===== src/rtl/tlul_gpio.sv =====
`default_nettype none
// ============================================================================
// Module   : tlul_gpio (with tlul_pkg)
// Brief    : TL-UL GPIO register block with synchronized inputs and edge IRQs.
// Revision : 1.0
// ============================================================================

package tlul_pkg;
   typedef struct packed {
      logic        a_valid;
      logic [2:0]  a_opcode;
      logic [2:0]  a_param;
      logic [1:0]  a_size;
      logic [7:0]  a_source;
      logic [31:0] a_address;
      logic [3:0]  a_mask;
      logic [31:0] a_data;
      logic        d_ready;
   } tl_h2d_t;

   typedef struct packed {
      logic        d_valid;
      logic [2:0]  d_opcode;
      logic [2:0]  d_param;
      logic [1:0]  d_size;
      logic [7:0]  d_source;
      logic        d_sink;
      logic [31:0] d_data;
      logic        d_error;
      logic        a_ready;
   } tl_d2h_t;
endpackage

module tlul_gpio #(
   parameter int NumGpio = 32
) (
   input  logic               clk_i,
   input  logic               rst_i,
   input  tlul_pkg::tl_h2d_t  tl_i,
   output tlul_pkg::tl_d2h_t  tl_o,
   input  logic [NumGpio-1:0] gpio_i,
   output logic [NumGpio-1:0] gpio_o,
   output logic [NumGpio-1:0] gpio_oe_o,
   output logic               intr_o
);

   localparam logic [2:0] c_op_put_full    = 3'd0;
   localparam logic [2:0] c_op_put_partial = 3'd1;
   localparam logic [2:0] c_op_get         = 3'd4;
   localparam logic [2:0] c_access_ack     = 3'd0;
   localparam logic [2:0] c_access_ack_dat = 3'd1;

   localparam logic [4:0] c_addr_intr_state = 5'h00;
   localparam logic [4:0] c_addr_intr_en    = 5'h04;
   localparam logic [4:0] c_addr_data_in    = 5'h08;
   localparam logic [4:0] c_addr_direct_out = 5'h0C;
   localparam logic [4:0] c_addr_direct_oe  = 5'h10;
   localparam logic [4:0] c_addr_en_rising  = 5'h14;
   localparam logic [4:0] c_addr_en_falling = 5'h18;

   logic [NumGpio-1:0] r_sync1, r_sync, r_sync_q;
   logic [NumGpio-1:0] r_intr_state, r_intr_enable, r_direct_out, r_direct_oe;
   logic [NumGpio-1:0] r_en_rising, r_en_falling;

   logic        r_d_valid;
   logic [2:0]  r_d_opcode;
   logic [1:0]  r_d_size;
   logic [7:0]  r_d_source;
   logic [31:0] r_d_data;
   logic        r_d_error;

   logic               w_accept, w_is_get, w_is_put, w_err, w_we;
   logic [4:0]         w_addr;
   logic [31:0]        w_bm, w_rdata;
   logic [NumGpio-1:0] w_rise, w_fall, w_clr;
   logic               w_unused;

   function automatic logic [NumGpio-1:0] f_merge(input logic [NumGpio-1:0] old,
                                                  input logic [31:0] bm,
                                                  input logic [31:0] wd);
      return NumGpio'((32'(old) & ~bm) | (wd & bm));
   endfunction

   assign w_addr   = tl_i.a_address[4:0];
   assign w_accept = tl_i.a_valid & ~r_d_valid;
   assign w_is_get = (tl_i.a_opcode == c_op_get);
   assign w_is_put = (tl_i.a_opcode == c_op_put_full) | (tl_i.a_opcode == c_op_put_partial);
   assign w_err    = ~(w_is_get | w_is_put) | (w_addr[1:0] != 2'b00) | (w_addr > c_addr_en_falling);
   assign w_we     = w_accept & w_is_put & ~w_err;
   assign w_bm     = {{8{tl_i.a_mask[3]}}, {8{tl_i.a_mask[2]}},
                      {8{tl_i.a_mask[1]}}, {8{tl_i.a_mask[0]}}};
   assign w_unused = ^{tl_i.a_param, tl_i.a_address[31:5]};

   assign w_rise = r_sync & ~r_sync_q & r_en_rising;
   assign w_fall = ~r_sync & r_sync_q & r_en_falling;
   assign w_clr  = (w_we && w_addr == c_addr_intr_state) ? NumGpio'(tl_i.a_data & w_bm) : '0;

   always_comb begin
      w_rdata = '0;
      case (w_addr)
         c_addr_intr_state: w_rdata = 32'(r_intr_state);
         c_addr_intr_en:    w_rdata = 32'(r_intr_enable);
         c_addr_data_in:    w_rdata = 32'(r_sync);
         c_addr_direct_out: w_rdata = 32'(r_direct_out);
         c_addr_direct_oe:  w_rdata = 32'(r_direct_oe);
         c_addr_en_rising:  w_rdata = 32'(r_en_rising);
         c_addr_en_falling: w_rdata = 32'(r_en_falling);
         default:           w_rdata = '0;
      endcase
   end

   always_ff @(posedge clk_i or posedge rst_i) begin
      if (rst_i) begin
         r_sync1       <= '0;
         r_sync        <= '0;
         r_sync_q      <= '0;
         r_intr_state  <= '0;
         r_intr_enable <= '0;
         r_direct_out  <= '0;
         r_direct_oe   <= '0;
         r_en_rising   <= '0;
         r_en_falling  <= '0;
      end else begin
         r_sync1  <= gpio_i;
         r_sync   <= r_sync1;
         r_sync_q <= r_sync;
         // Hardware set is OR-ed after the clear so a coincident edge wins.
         r_intr_state <= (r_intr_state & ~w_clr) | w_rise | w_fall;
         if (w_we && w_addr == c_addr_intr_en)    r_intr_enable <= f_merge(r_intr_enable, w_bm, tl_i.a_data);
         if (w_we && w_addr == c_addr_direct_out) r_direct_out  <= f_merge(r_direct_out, w_bm, tl_i.a_data);
         if (w_we && w_addr == c_addr_direct_oe)  r_direct_oe   <= f_merge(r_direct_oe, w_bm, tl_i.a_data);
         if (w_we && w_addr == c_addr_en_rising)  r_en_rising   <= f_merge(r_en_rising, w_bm, tl_i.a_data);
         if (w_we && w_addr == c_addr_en_falling) r_en_falling  <= f_merge(r_en_falling, w_bm, tl_i.a_data);
      end
   end

   always_ff @(posedge clk_i or posedge rst_i) begin
      if (rst_i) begin
         r_d_valid  <= 1'b0;
         r_d_opcode <= '0;
         r_d_size   <= '0;
         r_d_source <= '0;
         r_d_data   <= '0;
         r_d_error  <= 1'b0;
      end else if (w_accept) begin
         r_d_valid  <= 1'b1;
         r_d_opcode <= w_is_get ? c_access_ack_dat : c_access_ack;
         r_d_size   <= tl_i.a_size;
         r_d_source <= tl_i.a_source;
         r_d_data   <= (w_is_get && !w_err) ? w_rdata : '0;
         r_d_error  <= w_err;
      end else if (r_d_valid && tl_i.d_ready) begin
         r_d_valid <= 1'b0;
      end
   end

   assign tl_o.d_valid  = r_d_valid;
   assign tl_o.d_opcode = r_d_opcode;
   assign tl_o.d_param  = '0;
   assign tl_o.d_size   = r_d_size;
   assign tl_o.d_source = r_d_source;
   assign tl_o.d_sink   = 1'b0;
   assign tl_o.d_data   = r_d_data;
   assign tl_o.d_error  = r_d_error;
   assign tl_o.a_ready  = ~r_d_valid;

   assign gpio_o    = r_direct_out;
   assign gpio_oe_o = r_direct_oe;
   assign intr_o    = |(r_intr_state & r_intr_enable);

endmodule
`default_nettype wire

===== config.mk =====
export PLATFORM = sky130hd
export DESIGN_NAME = tlul_gpio
export DESIGN_NICKNAME = d
export VERILOG_FILES = /design/src/rtl/tlul_gpio.sv
export SDC_FILE = /design/constraint.sdc
export NUM_CORES = 1
export LEC_CHECK = 0
export CORE_AREA = 8 8 168 170
export DETAILED_ROUTE_END_ITERATION = 8
export DIE_AREA = 0 0 176 178
export HOLD_SLACK_MARGIN = 0.1
export PLACE_DENSITY_LB_ADDON = 0.25
export SLEW_MARGIN = 30
export SYNTH_ARGS = -nofsm -noshare
export SYNTH_HDL_FRONTEND = slang
export SYNTH_SLANG_ARGS = --single-unit

===== constraint.sdc =====
create_clock -name clk_i -period 30.5 [get_ports clk_i]
set_clock_uncertainty 0.2 [all_clocks]
set_input_delay 3.05 -clock clk_i [delete_from_list [all_inputs] [get_ports clk_i]]
set_output_delay 3.05 -clock clk_i [all_outputs]
set_load 0.03 [all_outputs]

---- Word level (Yosys, flattened, before mapping) ----
Index checks and enable logic that the tools add are counted.
W data, S select, Z words.
word-level totals
  input bits .............................. 120
  register bits ........................... 335
  output and inout bits ................... 117
  word-level logic and storage cells ...... 77
operators by class
  equality and inequality tests ........... 8
  order comparisons ....................... 1
  reductions and logical operators ........ 14
  muxes and demuxes ....................... 6
  bitwise logic cells ..................... 33
operators by type and width
  cell                  number
  $and A32 B32 Y32      12
  $or A32 B32 Y32       7
  $pmux W32 S7          1
  $not A32 Y32          4
  $mux W32              2
  $reduce_or A32 Y1     1
  $eq A5 B5 Y1 const B  3
  $eq A5 B4 Y1 const B  2
  $logic_and A1 B1 Y1   8
  $eq A5 B3 Y1 const B  1
  $gt A5 B5 Y1 const B  1
  $logic_not A5 Y1      1
  $or A1 B1 Y1          4
  $reduce_bool A2 Y1    2
  $and A1 B1 Y1         3
  $eq A3 B1 Y1 const B  1
  $eq A3 B3 Y1 const B  1
  $logic_not A3 Y1      1
  $mux W1               3
  $not A1 Y1            3
  $logic_not A1 Y1      1

---- Longest topological paths before layout ----
Gate-level depths: netlist (run 1).
  depth in word-level cells ............... 14
  depth in mapped cells ................... 7
  depth with buffers taken out ............ 4

---- Worst setup path before layout (run 1) ----
OpenSTA, ideal clock, no wires.
  path type ............................... input port to flip-flop
  from .................................... in tl_i[41] (netlist bit)
  to ...................................... reg (tool-made name)
  slack ................................... 25.140 ns
  data required time ...................... 30.175 ns
  path buffers ............................ 1
  library setup time ...................... 0.125 ns
  cell stages on the path ................. 5
  arrival ................................. 5.036 ns
  cell sequence ........................... buf_4 -> or4b_2 -> nor4b_1 -> nand2_2 -> mux2_2
RTL lines
  element             RTL line  text
  start: declaration  39        input tlul_pkg::tl_h2d_t tl_i,

==> out/qor.txt, run 1 <==
area of the multi-input gates - 5270 µm²
HP Class - reg2reg
share of cells above drive strength 1 - 0.2099
global-route wire length before repair - 58,490 µm
count of unique library cells instantiated by Yosys - 44
transition time of the tightest slew-check pin - 0.9731 ns
buffers inserted by post-CTS timing repair - 0
Post-Syn Area per Cell - 13.07 µm²
clock network fraction of design power - 0.446
final cell area excluding filler cells - 17,360 µm²
buffer type at the clock tree root - sky130_fd_sc_hd__clkbuf_16
Filler Cell Count - 1,882
upper clock frequency limit - 165.6 MHz
reg2reg start - r_d_valid$_DFFE_PP0P_
cell area reported after detailed placement - 16,130 µm²
sum of negative setup slack - 0 ns
Syn Std Cell Area - 13,810 µm²
R2R setup slack - 27.43 ns
via count of the first global-routing pass - 10,180
worst endpoint data arrival time - 6.23 ns
startpoint of the most critical hold path - r_sync1[4]$_DFF_PP0_
die width - 176 µm
half-perimeter wire length of the detailed placement result - 24,660 µm
net switching power figure - 228.9 µW
post-detailed-route DRC marker count - 0
Final ANT Viol Nets - 0
power share of the combinational group - 0.078
total via count in the routed design - 9,644
clock-pin slew on the worst setup and hold paths - 0.06 ns
number of nets in the finished design - 1,375
Period minus WS final - 6.037 ns
die height - 178 µm
deepest clock path buffer count - 3
crit share post-route - 0.1979
gate count after technology mapping - 1,056
share of the yosys chip area belonging to registers - 0.6035
number of H-tree levels - 2
clock latency at the later pin of the worst-skew pair - 0.51 ns
Detailed Route Iter0 Violations - 840
total count of max-transition violations in the final report - 0
category of the worst setup path launch point - primary input
final hold viol count - 0
initial antenna violation count - 2
floorplan die area - 31,330 µm²
Finished Core Util - 0.6778
count of pins on the block boundary - 237
commonest non-fill, non-tap cells in the layout - sky130_fd_sc_hd__dfrtp_1 (333), sky130_fd_sc_hd__clkdlybuf4s50_1 (198), sky130_fd_sc_hd__mux2_2 (170)
TritonCTS buffer count - 36
WS Path Type - in2reg
number of max-capacitance violations reported - 0
run status - finished, final reports clean
overall routing resource usage - 0.2405
combined flip-flop and latch cell area - 8333 µm²
WHS Endpoint - r_sync[4]$_DFF_PP0_
part of the power in registers - 0.475
Synth-to-Final Area Change - 25.75%
post-detailed-route wirelength per cell - 23.44 µm
type of element capturing the critical path - flip-flop
depth of the worst register-to-register path - 4
first drt pass iteration count - 5
final setup fails - 0
Num Clock Sinks - 333
register bit count reported by yosys - 333
Detailed Route WL - 37,780 µm
Yosys warnings - 0
standard-cell rows - 59
post-CTS sizing - 0
hold path cells - 0
Synth Flop Type - sky130_fd_sc_hd__dfrtp_1
Peak supply drop - 0.00003687 V
starting density of the core - 0.5390
setup repair after global routing missed its margin - false
required time of the worst setup path - 30.70 ns
pin count of the biggest net entering global routing - 139
worst max-slew margin expressed relative to the limit - 0.3497
post-cts hold buffer count - 0
switching portion of total power - 0.2298
input/output buffers - 200
TritonCTS clock tree - built
aggregate global routing overflow - 0
most common library cell in the layout ignoring fill and taps - sky130_fd_sc_hd__dfrtp_1
maximum fanout along the worst path - 12
power per unit of standard cell area - 57.38 nW/µm²
final weighted congestion in routability-driven placement - 0.8611
cell-internal power - 767.3 µW
Lkg Pwr - 0.008061 µW
vias per inst - 5.983
diode count - 0
EDFF count, synth - 0
fraction of registers with async set or reset after synthesis - 1.000
Std-Cell Core Area - 25,620 µm²
-- cells in the mapped netlist (all sizes together) (3+ instances only) --
cell type | n | area share
or4b | 4 | 0.0029
mux2i | 60 | 0.043
clkbuf | 43 | 0.012
nand2 | 66 | 0.019
nand3 | 41 | 0.022
buf | 16 | 0.0070
dfrtp | 333 | 0.60
and3 | 44 | 0.020
or2 | 3 | 0.0014
nand3b | 32 | 0.017
a21oi | 14 | 0.0051
nand4 | 4 | 0.0018
a21o | 32 | 0.017
mux2 | 170 | 0.14
a31oi | 4 | 0.0018
a22oi | 24 | 0.013
o22ai | 17 | 0.0077
a222oi | 3 | 0.0022
nor4 | 3 | 0.0024
a2111oi | 18 | 0.011
nor2 | 25 | 0.0068
o21ai | 60 | 0.022
o211ai | 7 | 0.0038
o32ai | 3 | 0.0019
a221oi | 12 | 0.0076
-- cells by family after synthesis --
kind of cell	Yosys count	share of synthesized area
flip-flops	333	0.6035
AO/OA/AOI/OAI	195	0.09434
other	1	0.0002716
AND/OR/NAND/NOR	236	0.1005
buffers and inverters	61	0.01921
multiplexers	230	0.1821
-- how the worst max path moves through the flow --
| stage | end | start | cells after the start | slack (ns) |
|---|---|---|---|---|
| floorplan | async pin | rst_i | 1 | 18.03 |
| global placement | flip-flop | tl_i[39] | 5 | 24.04 |
| detailed placement | flip-flop | tl_i[39] | 5 | 24.01 |
| CTS | flip-flop | tl_i[39] | 5 | 24.54 |
| global route | flip-flop | tl_i[39] | 5 | 24.37 |
| finish | flip-flop | tl_i[39] | 5 | 24.46 |
-- layout make-up --
class	count	area share
Multi-Input combinational cell	667	0.3035
Sequential cell	333	0.4800
Timing Repair Buffer	215	0.1214
Inverter	2	0.001153
Clock buffer	51	0.06097
Tap cell	335	0.02414
Clock inverter	9	0.008792
-- metal layers --
| metal | track usage | wire length [µm] | vias up |
|---|---|---|---|
| met5 | 0 | 23 | - |
| met4 | 0.08937 | 1268 | 4 |
| met3 | 0.05080 | 2627 | 78 |
| met2 | 0.3977 | 18020 | 372 |
| met1 | 0.3094 | 15840 | 4886 |
| li1 | - | - | 4304 |
-- stage by stage --
step | cells | total power, µW | hold slack, ns | worst slack (ns)
6_report | 1612 | 996.2 | 0.1466 | 24.46
5_1_grt | 1612 | 1027 | 0.1543 | 24.37
4_1_cts | 1612 | 1004 | 0.1480 | 24.54
3_5_place_dp | 1552 | 559.4 | 0.1347 | 24.01
3_3_place_gp | 1551 | 557.4 | 0.1320 | 24.04
2_1_floorplan | 1061 | 518.7 | 0.1312 | 18.03
-- critical path, cell delays in order --
cell	delay (ns)
sky130_fd_sc_hd__clkdlybuf4s50_1	0.63
sky130_fd_sc_hd__or4b_2	0.77
sky130_fd_sc_hd__nor4_1	0.71
sky130_fd_sc_hd__nand2_1	0.61
sky130_fd_sc_hd__mux2_2	0.45
-- power by group through the flow --
stage                     logic (µW)  clock network, µW  registers, µW
final                           78.0                445            474
after global routing            83.4                468            475
after CTS                       78.6                452            473
after detailed placement        78.2                  0            481
after global placement          77.0                  0            480
after floorplan                 32.1                  0            487
(Power assumes the default switching activity.)
==> run 2, diff against run 1 <==
CORE_AREA = 8 8 171 173   (was 8 8 168 170)
DIE_AREA = 0 0 179 181   (was 0 0 176 178)
clock period = 6.3 ns   (was 30.5 ns; I/O delays follow)
==> run 2 against run 1 <==
  * Sequential share of layout area increased by 0.13 points
  * Combinational power increased to 4.8 times the previous value
  * Utilization decreased by 2.4 points
  * Largest power group unchanged
  * Clock power increased to 4.6 times the previous value
  * Die area increased by 3.4%
  * Clock-buffer cell count decreased by 1
  * Largest cell class unchanged
  * Global-route usage decreased by 0.35 points
  * Power increased to 4.8 times the previous value
  * Non-clock buffer count decreased by 1
==> out/qor.txt, run 2 (synthesized netlist as in run 1, its figures left out) <==
share of cells above drive strength 1 - 0.2088 (-0.001076)
Detailed Route WL - 38,140 µm (+0.96%)
Peak supply drop - 0.0002835 V (+670%)
Final ANT Viol Nets - 0 (unchanged)
number of nets in the finished design - 1,374 (-0.073%)
worst max-slew margin expressed relative to the limit - 0.3620 (+0.01229)
first drt pass iteration count - 5 (unchanged)
Detailed Route Iter0 Violations - 838 (-0.24%)
TritonCTS clock tree - built
run status - finished, final reports clean
commonest non-fill, non-tap cells in the layout - sky130_fd_sc_hd__dfrtp_1 (333), sky130_fd_sc_hd__clkdlybuf4s50_1 (198), sky130_fd_sc_hd__mux2_2 (170)
R2R setup slack - 3.12 ns (-24.31 ns)
final cell area excluding filler cells - 17,320 µm² (-0.27%)
category of the worst setup path launch point - primary input
number of max-capacitance violations reported - 0 (unchanged)
maximum fanout along the worst path - 12 (unchanged)
cell area reported after detailed placement - 16,160 µm² (+0.19%)
reg2reg start - r_d_valid$_DFFE_PP0P_
global-route wire length before repair - 59,820 µm (+2.3%)
crit share post-route - 0.5673
Std-Cell Core Area - 26,500 µm² (+3.5%)
WS Path Type - in2reg
final weighted congestion in routability-driven placement - 0.8338 (-3.2%)
vias per inst - 6.065 (+1.4%)
aggregate global routing overflow - 0 (unchanged)
Synth-to-Final Area Change - 25.41%
most common library cell in the layout ignoring fill and taps - sky130_fd_sc_hd__dfrtp_1
depth of the worst register-to-register path - 5 (+1)
total via count in the routed design - 9,801 (+1.6%)
Lkg Pwr - 0.008015 µW (-0.58%)
half-perimeter wire length of the detailed placement result - 25,390 µm (+2.9%)
post-detailed-route DRC marker count - 0 (unchanged)
count of pins on the block boundary - 237 (unchanged)
worst endpoint data arrival time - 3.77 ns (-2.46 ns)
upper clock frequency limit - 279.8 MHz
TritonCTS buffer count - 36 (unchanged)
final hold viol count - 0 (unchanged)
via count of the first global-routing pass - 10,580 (+3.9%)
number of H-tree levels - 2 (unchanged)
hold path cells - 0 (unchanged)
buffer type at the clock tree root - sky130_fd_sc_hd__clkbuf_16
Period minus WS final - 3.574 ns
WHS Endpoint - r_sync[25]$_DFF_PP0_
die width - 179 µm (+1.7%)
clock latency at the later pin of the worst-skew pair - 0.52 ns (about the same)
Num Clock Sinks - 333 (unchanged)
post-cts hold buffer count - 0 (unchanged)
initial antenna violation count - 2 (unchanged)
pin count of the biggest net entering global routing - 137 (-1.4%)
starting density of the core - 0.5210 (-0.01799)
deepest clock path buffer count - 3 (unchanged)
setup repair after global routing missed its margin - false
sum of negative setup slack - 0 ns (unchanged)
buffers inserted by post-CTS timing repair - 0 (unchanged)
total count of max-transition violations in the final report - 0 (unchanged)
clock-pin slew on the worst setup and hold paths - 0.06 ns (about the same)
startpoint of the most critical hold path - r_sync1[25]$_DFF_PP0_
overall routing resource usage - 0.2370 (-0.003518)
crit path cell chain - clkdlybuf4s50_1, or4b_2, nor4_1, nand2_1, mux2_2
CP max stage delay - 0.77 ns (about the same)
Finished Core Util - 0.6534 (-0.02437)
final setup fails - 0 (unchanged)
slowest stage cell on the critical path - sky130_fd_sc_hd__or4b_2
floorplan die area - 32,400 µm² (+3.4%)
power per unit of standard cell area - 273.3 nW/µm² (+380%)
post-detailed-route wirelength per cell - 23.60 µm (+0.71%)
die height - 181 µm (+1.7%)
type of element capturing the critical path - flip-flop
transition time of the tightest slew-check pin - 0.9437 ns (-0.02943 ns)
HP Class - reg2reg
required time of the worst setup path - 6.49 ns (-24.21 ns)
input/output buffers - 200 (unchanged)
post-CTS sizing - 0 (unchanged)
standard-cell rows - 60 (+1.7%)
## run 2: cell types whose count changed in the layout (fill, tap and decap cells not counted), sizes merged
cell	before	now
bufinv	4	3
clkinvlp	0	1
diode	0	1
clkbuf	51	50
clkinv	4	3
buf	17	16
## run 2: layout make-up
type / instances / area [µm²]
inverters: 2 / 11.26
fillers: 1978 / 9185
flip-flops and latches: 333 / 8333
clock buffers: 50 / 1025
diodes: 1 / 2.502
well taps: 341 / 426.7
multi-input cells: 667 / 5266
clock inverters: 8 / 122.6
repair buffers: 214 / 2128
## run 2: where the power goes
group | internal [µW] | switching, µW | total, µW
clock | 1250 | 807 | 2060
combinational | 160 | 217 | 377
sequential | 2230 | 69.3 | 2300
## run 2: stage by stage
| stage | setup slack (ns) | hold WS [ns] | total power (µW) | instances |
|---|---|---|---|---|
| after floorplan | 1.021 | 0.1312 | 2512 | 1061 |
| after global placement | 2.122 | 0.1322 | 2702 | 1556 |
| after detailed placement | 2.277 | 0.1347 | 2711 | 1557 |
| after CTS | 2.812 | 0.1478 | 4769 | 1615 |
| after global routing | 2.559 | 0.1495 | 4888 | 1616 |
| final | 2.726 | 0.1436 | 4733 | 1616 |
## run 2: critical path, delay by kind of cell
kind / cells / cell delay [ns]
and+or+nand+nor: 3 / 2.06
buffers and inverters: 1 / 0.64
muxes: 1 / 0.44
## run 2: worst max-delay path by stage
stage	from	depth (start not counted)	slack, ns	endpoint
after floorplan	rst_i	1	1.02	async pin
after global placement	tl_i[41]	5	2.12	flip-flop
final	tl_i[39]	5	2.73	flip-flop
after global routing	tl_i[39]	5	2.56	flip-flop
after CTS	tl_i[39]	5	2.81	flip-flop
after detailed placement	tl_i[39]	5	2.28	flip-flop
## run 2: routing by layer
| metal | vias up | global-route usage | wire [µm] |
|---|---|---|---|
| met3 | 107 | 0.04545 | 2554 |
| met1 | 5037 | 0.3042 | 15790 |
| met2 | 358 | 0.3844 | 18350 |
| met4 | 2 | 0.1025 | 1434 |
| li1 | 4297 | - | - |
| met5 | - | 0 | 13 |
==> run 3, diff against run 2 <==
CORE_AREA = 8 8 179 181   (was 8 8 171 173)
DIE_AREA = 0 0 187 189   (was 0 0 179 181)
clock period = 2.9 ns   (was 6.3 ns; I/O delays follow)
==> run 3 against run 2 <==
  * Clock power rose by 120%
  * Non-clock buffer count rose by 94
  * Combinational power rose by 140%
  * Critical path depth fell by 1
  * Cell count rose by 9.3%
  * Power rose by 120%
  * Die area rose by 9.1%
  * Register-to-register slack got worse by 2.8 ns
  * Worst hold slack improved by 0.0025 ns
  * Worst setup slack got worse by 2.5 ns
  * Routed wire length rose by 5.4%
==> out/qor.txt, run 3 (synthesized netlist as in run 1, its figures left out) <==
run status - finished, final reports clean
Num Clock Sinks - 333 (unchanged)
aggregate global routing overflow - 0 (unchanged)
total via count in the routed design - 10,100 (+3.1%)
number of max-capacitance violations reported - 0 (unchanged)
share of cells above drive strength 1 - 0.2409 (+0.03211)
count of pins on the block boundary - 237 (unchanged)
power per unit of standard cell area - 568.7 nW/µm² (+110%)
HP Class - reg2reg
clock-pin slew on the worst setup and hold paths - 0.06 ns (about the same)
global-route wire length before repair - 62,930 µm (+5.2%)
vias per inst - 5.720 (-5.7%)
Std-Cell Core Area - 29,240 µm² (+10%)
post-detailed-route DRC marker count - 0 (unchanged)
buffer type at the clock tree root - sky130_fd_sc_hd__clkbuf_16
TritonCTS buffer count - 36 (unchanged)
clock latency at the later pin of the worst-skew pair - 0.52 ns (about the same)
most common library cell in the layout ignoring fill and taps - sky130_fd_sc_hd__dfrtp_1
start point of the critical path - r_intr_state[20]$_DFF_PP0_
Lkg Pwr - 0.008532 µW (+6.5%)
non-filler cells, final - 1,766 (+9.3%)
commonest non-fill, non-tap cells in the layout - sky130_fd_sc_hd__dfrtp_1 (333), sky130_fd_sc_hd__clkdlybuf4s50_1 (197), sky130_fd_sc_hd__mux2_2 (170)
Synth-to-Final Area Change - 32.87%
overall routing resource usage - 0.2258 (-0.01111)
crit share post-route - 0.9352
Worst Setup EP - intr_o
Peak supply drop - 0.0004907 V (+73%)
post-detailed-route wirelength per cell - 22.76 µm (-3.6%)
type of element capturing the critical path - output port
smallest hold slack - 0.1461 ns (+0.002453 ns)
CP max stage delay - 0.62 ns (-0.15 ns)
Period minus WS final - 2.712 ns
worst endpoint data arrival time - 2.22 ns (-1.55 ns)
reg2reg start - r_d_valid$_DFFE_PP0P_
slowest stage cell on the critical path - sky130_fd_sc_hd__or4_1
final setup fails - 0 (unchanged)
die width - 187 µm (+4.5%)
Finished Core Util - 0.6273 (-0.02609)
worst max-slew margin expressed relative to the limit - 0.4206 (+0.05857)
DP Cell Count - 1,667 (+7.1%)
depth of the worst register-to-register path - 6 (+1)
final hold viol count - 0 (unchanged)
initial antenna violation count - 5 (+3)
pin count of the biggest net entering global routing - 107 (-22%)
Detailed Route WL - 40,190 µm (+5.4%)
deepest clock path buffer count - 3 (unchanged)
R2R setup slack - 0.30 ns (-2.82 ns)
required time of the worst setup path - 2.41 ns (-4.08 ns)
standard-cell rows - 63 (+5.0%)
Detailed Route Iter0 Violations - 827 (-1.3%)
via count of the first global-routing pass - 10,600 (+0.21%)
total count of max-transition violations in the final report - 0 (unchanged)
transition time of the tightest slew-check pin - 0.8473 ns (-0.09646 ns)
category of the worst setup path launch point - flip-flop
crit path cell chain - a22oi_1, nand4_1, or4_1, clkbuf_2
die height - 189 µm (+4.4%)
setup repair after global routing missed its margin - false
floorplan die area - 35,340 µm² (+9.1%)
TritonCTS clock tree - built
starting density of the core - 0.4721 (-0.04888)
final weighted congestion in routability-driven placement - 0.8634 (+3.6%)
Filler Cell Count - 2,262 (+14%)
Final ANT Viol Nets - 0 (unchanged)
number of nets in the finished design - 1,468 (+6.8%)
first drt pass iteration count - 5 (unchanged)
upper clock frequency limit - 368.7 MHz
input/output buffers - 200 (unchanged)
maximum fanout along the worst path - 3 (-9)
buffers inserted by post-CTS timing repair - 0 (unchanged)
half-perimeter wire length of the detailed placement result - 27,660 µm (+8.9%)
WS Path Type - reg2out
number of H-tree levels - 2 (unchanged)
run 3: cell types whose count changed in the layout (fill, tap and decap cells not counted), sizes merged:
cell | before | now
dlygate4sd3 | 0 | 33
clkbuf | 50 | 55
clkinv | 3 | 9
bufinv | 3 | 1
buf | 16 | 77
clkdlybuf4s50 | 198 | 197
inv | 3 | 1
diode | 1 | 2
run 3: where the power goes:
part	internal [µW]	switching, µW	leakage [µW]
combinational	410	495	0.00355
clock	2720	1830	0.000594
sequential	4840	149	0.00439
run 3: per-layer routing:
metal  vias up  GRT usage  part of all wire
li1       4488          -                 -
met1      5137     0.2937              0.42
met2       378     0.3679              0.48
met3        92    0.05537             0.070
met4         6    0.07483             0.029
met5         -          0           0.00082
run 3: per-stage QoR:
stage                     setup TNS (ns)  power [µW]  area, µm²  setup WS (ns)
after floorplan                  -678.86        5457      13830         -2.039
after global placement                 0        5918      16820        0.01336
after detailed placement       -0.007052        5936      16820      -0.007052
after CTS                              0       10510      18350       0.006731
after global routing                   0       10790      18350         0.1528
final                                  0       10430      18350         0.1879
run 3: area by class of cell:
cell class | count | area [µm²] | share of cell area
diodes | 2 | 5.005 | 0.0002728
clock buffers | 54 | 1101 | 0.06002
clock inverters | 10 | 90.09 | 0.004911
inverters | 2 | 11.26 | 0.0006138
multi-input cells | 667 | 5249 | 0.2861
flip-flops and latches | 333 | 8333 | 0.4542
well taps | 390 | 488.0 | 0.02660
repair buffers | 308 | 3068 | 0.1672
run 3: worst min-delay path by stage:
| stage | startpoint | cells past startpoint | to | slack [ns] |
|---|---|---|---|---|
| 3_3_place_gp | r_sync1[1]$_DFF_PP0_ | 0 | r_sync[1]$_DFF_PP0_ | 0.13 |
| 4_1_cts | r_sync1[30]$_DFF_PP0_ | 0 | r_sync[30]$_DFF_PP0_ | 0.15 |
| 6_report | r_sync1[30]$_DFF_PP0_ | 0 | r_sync[30]$_DFF_PP0_ | 0.15 |
| 2_1_floorplan | gpio_i[0] | 0 | r_sync1[0]$_DFF_PP0_ | 0.12 |
| 3_5_place_dp | r_sync1[16]$_DFF_PP0_ | 0 | r_sync[16]$_DFF_PP0_ | 0.13 |
| 5_1_grt | r_sync1[21]$_DFF_PP0_ | 0 | r_sync[21]$_DFF_PP0_ | 0.15 |
run 3: repair_timing:
item	CTS	global route
hold buffers	33	0
hold endpoints to repair	49	0
resized for setup	3	1
setup endpoints to repair	1	1
run 3: worst max-delay path: cells and delay by family (launching register included):
kind	cells	cell delay (ns)
and+or+nand+nor	2	0.78
DFF	1	0.40
AOI/OAI and AO/OA	1	0.30
buffers and inverters	1	0.23
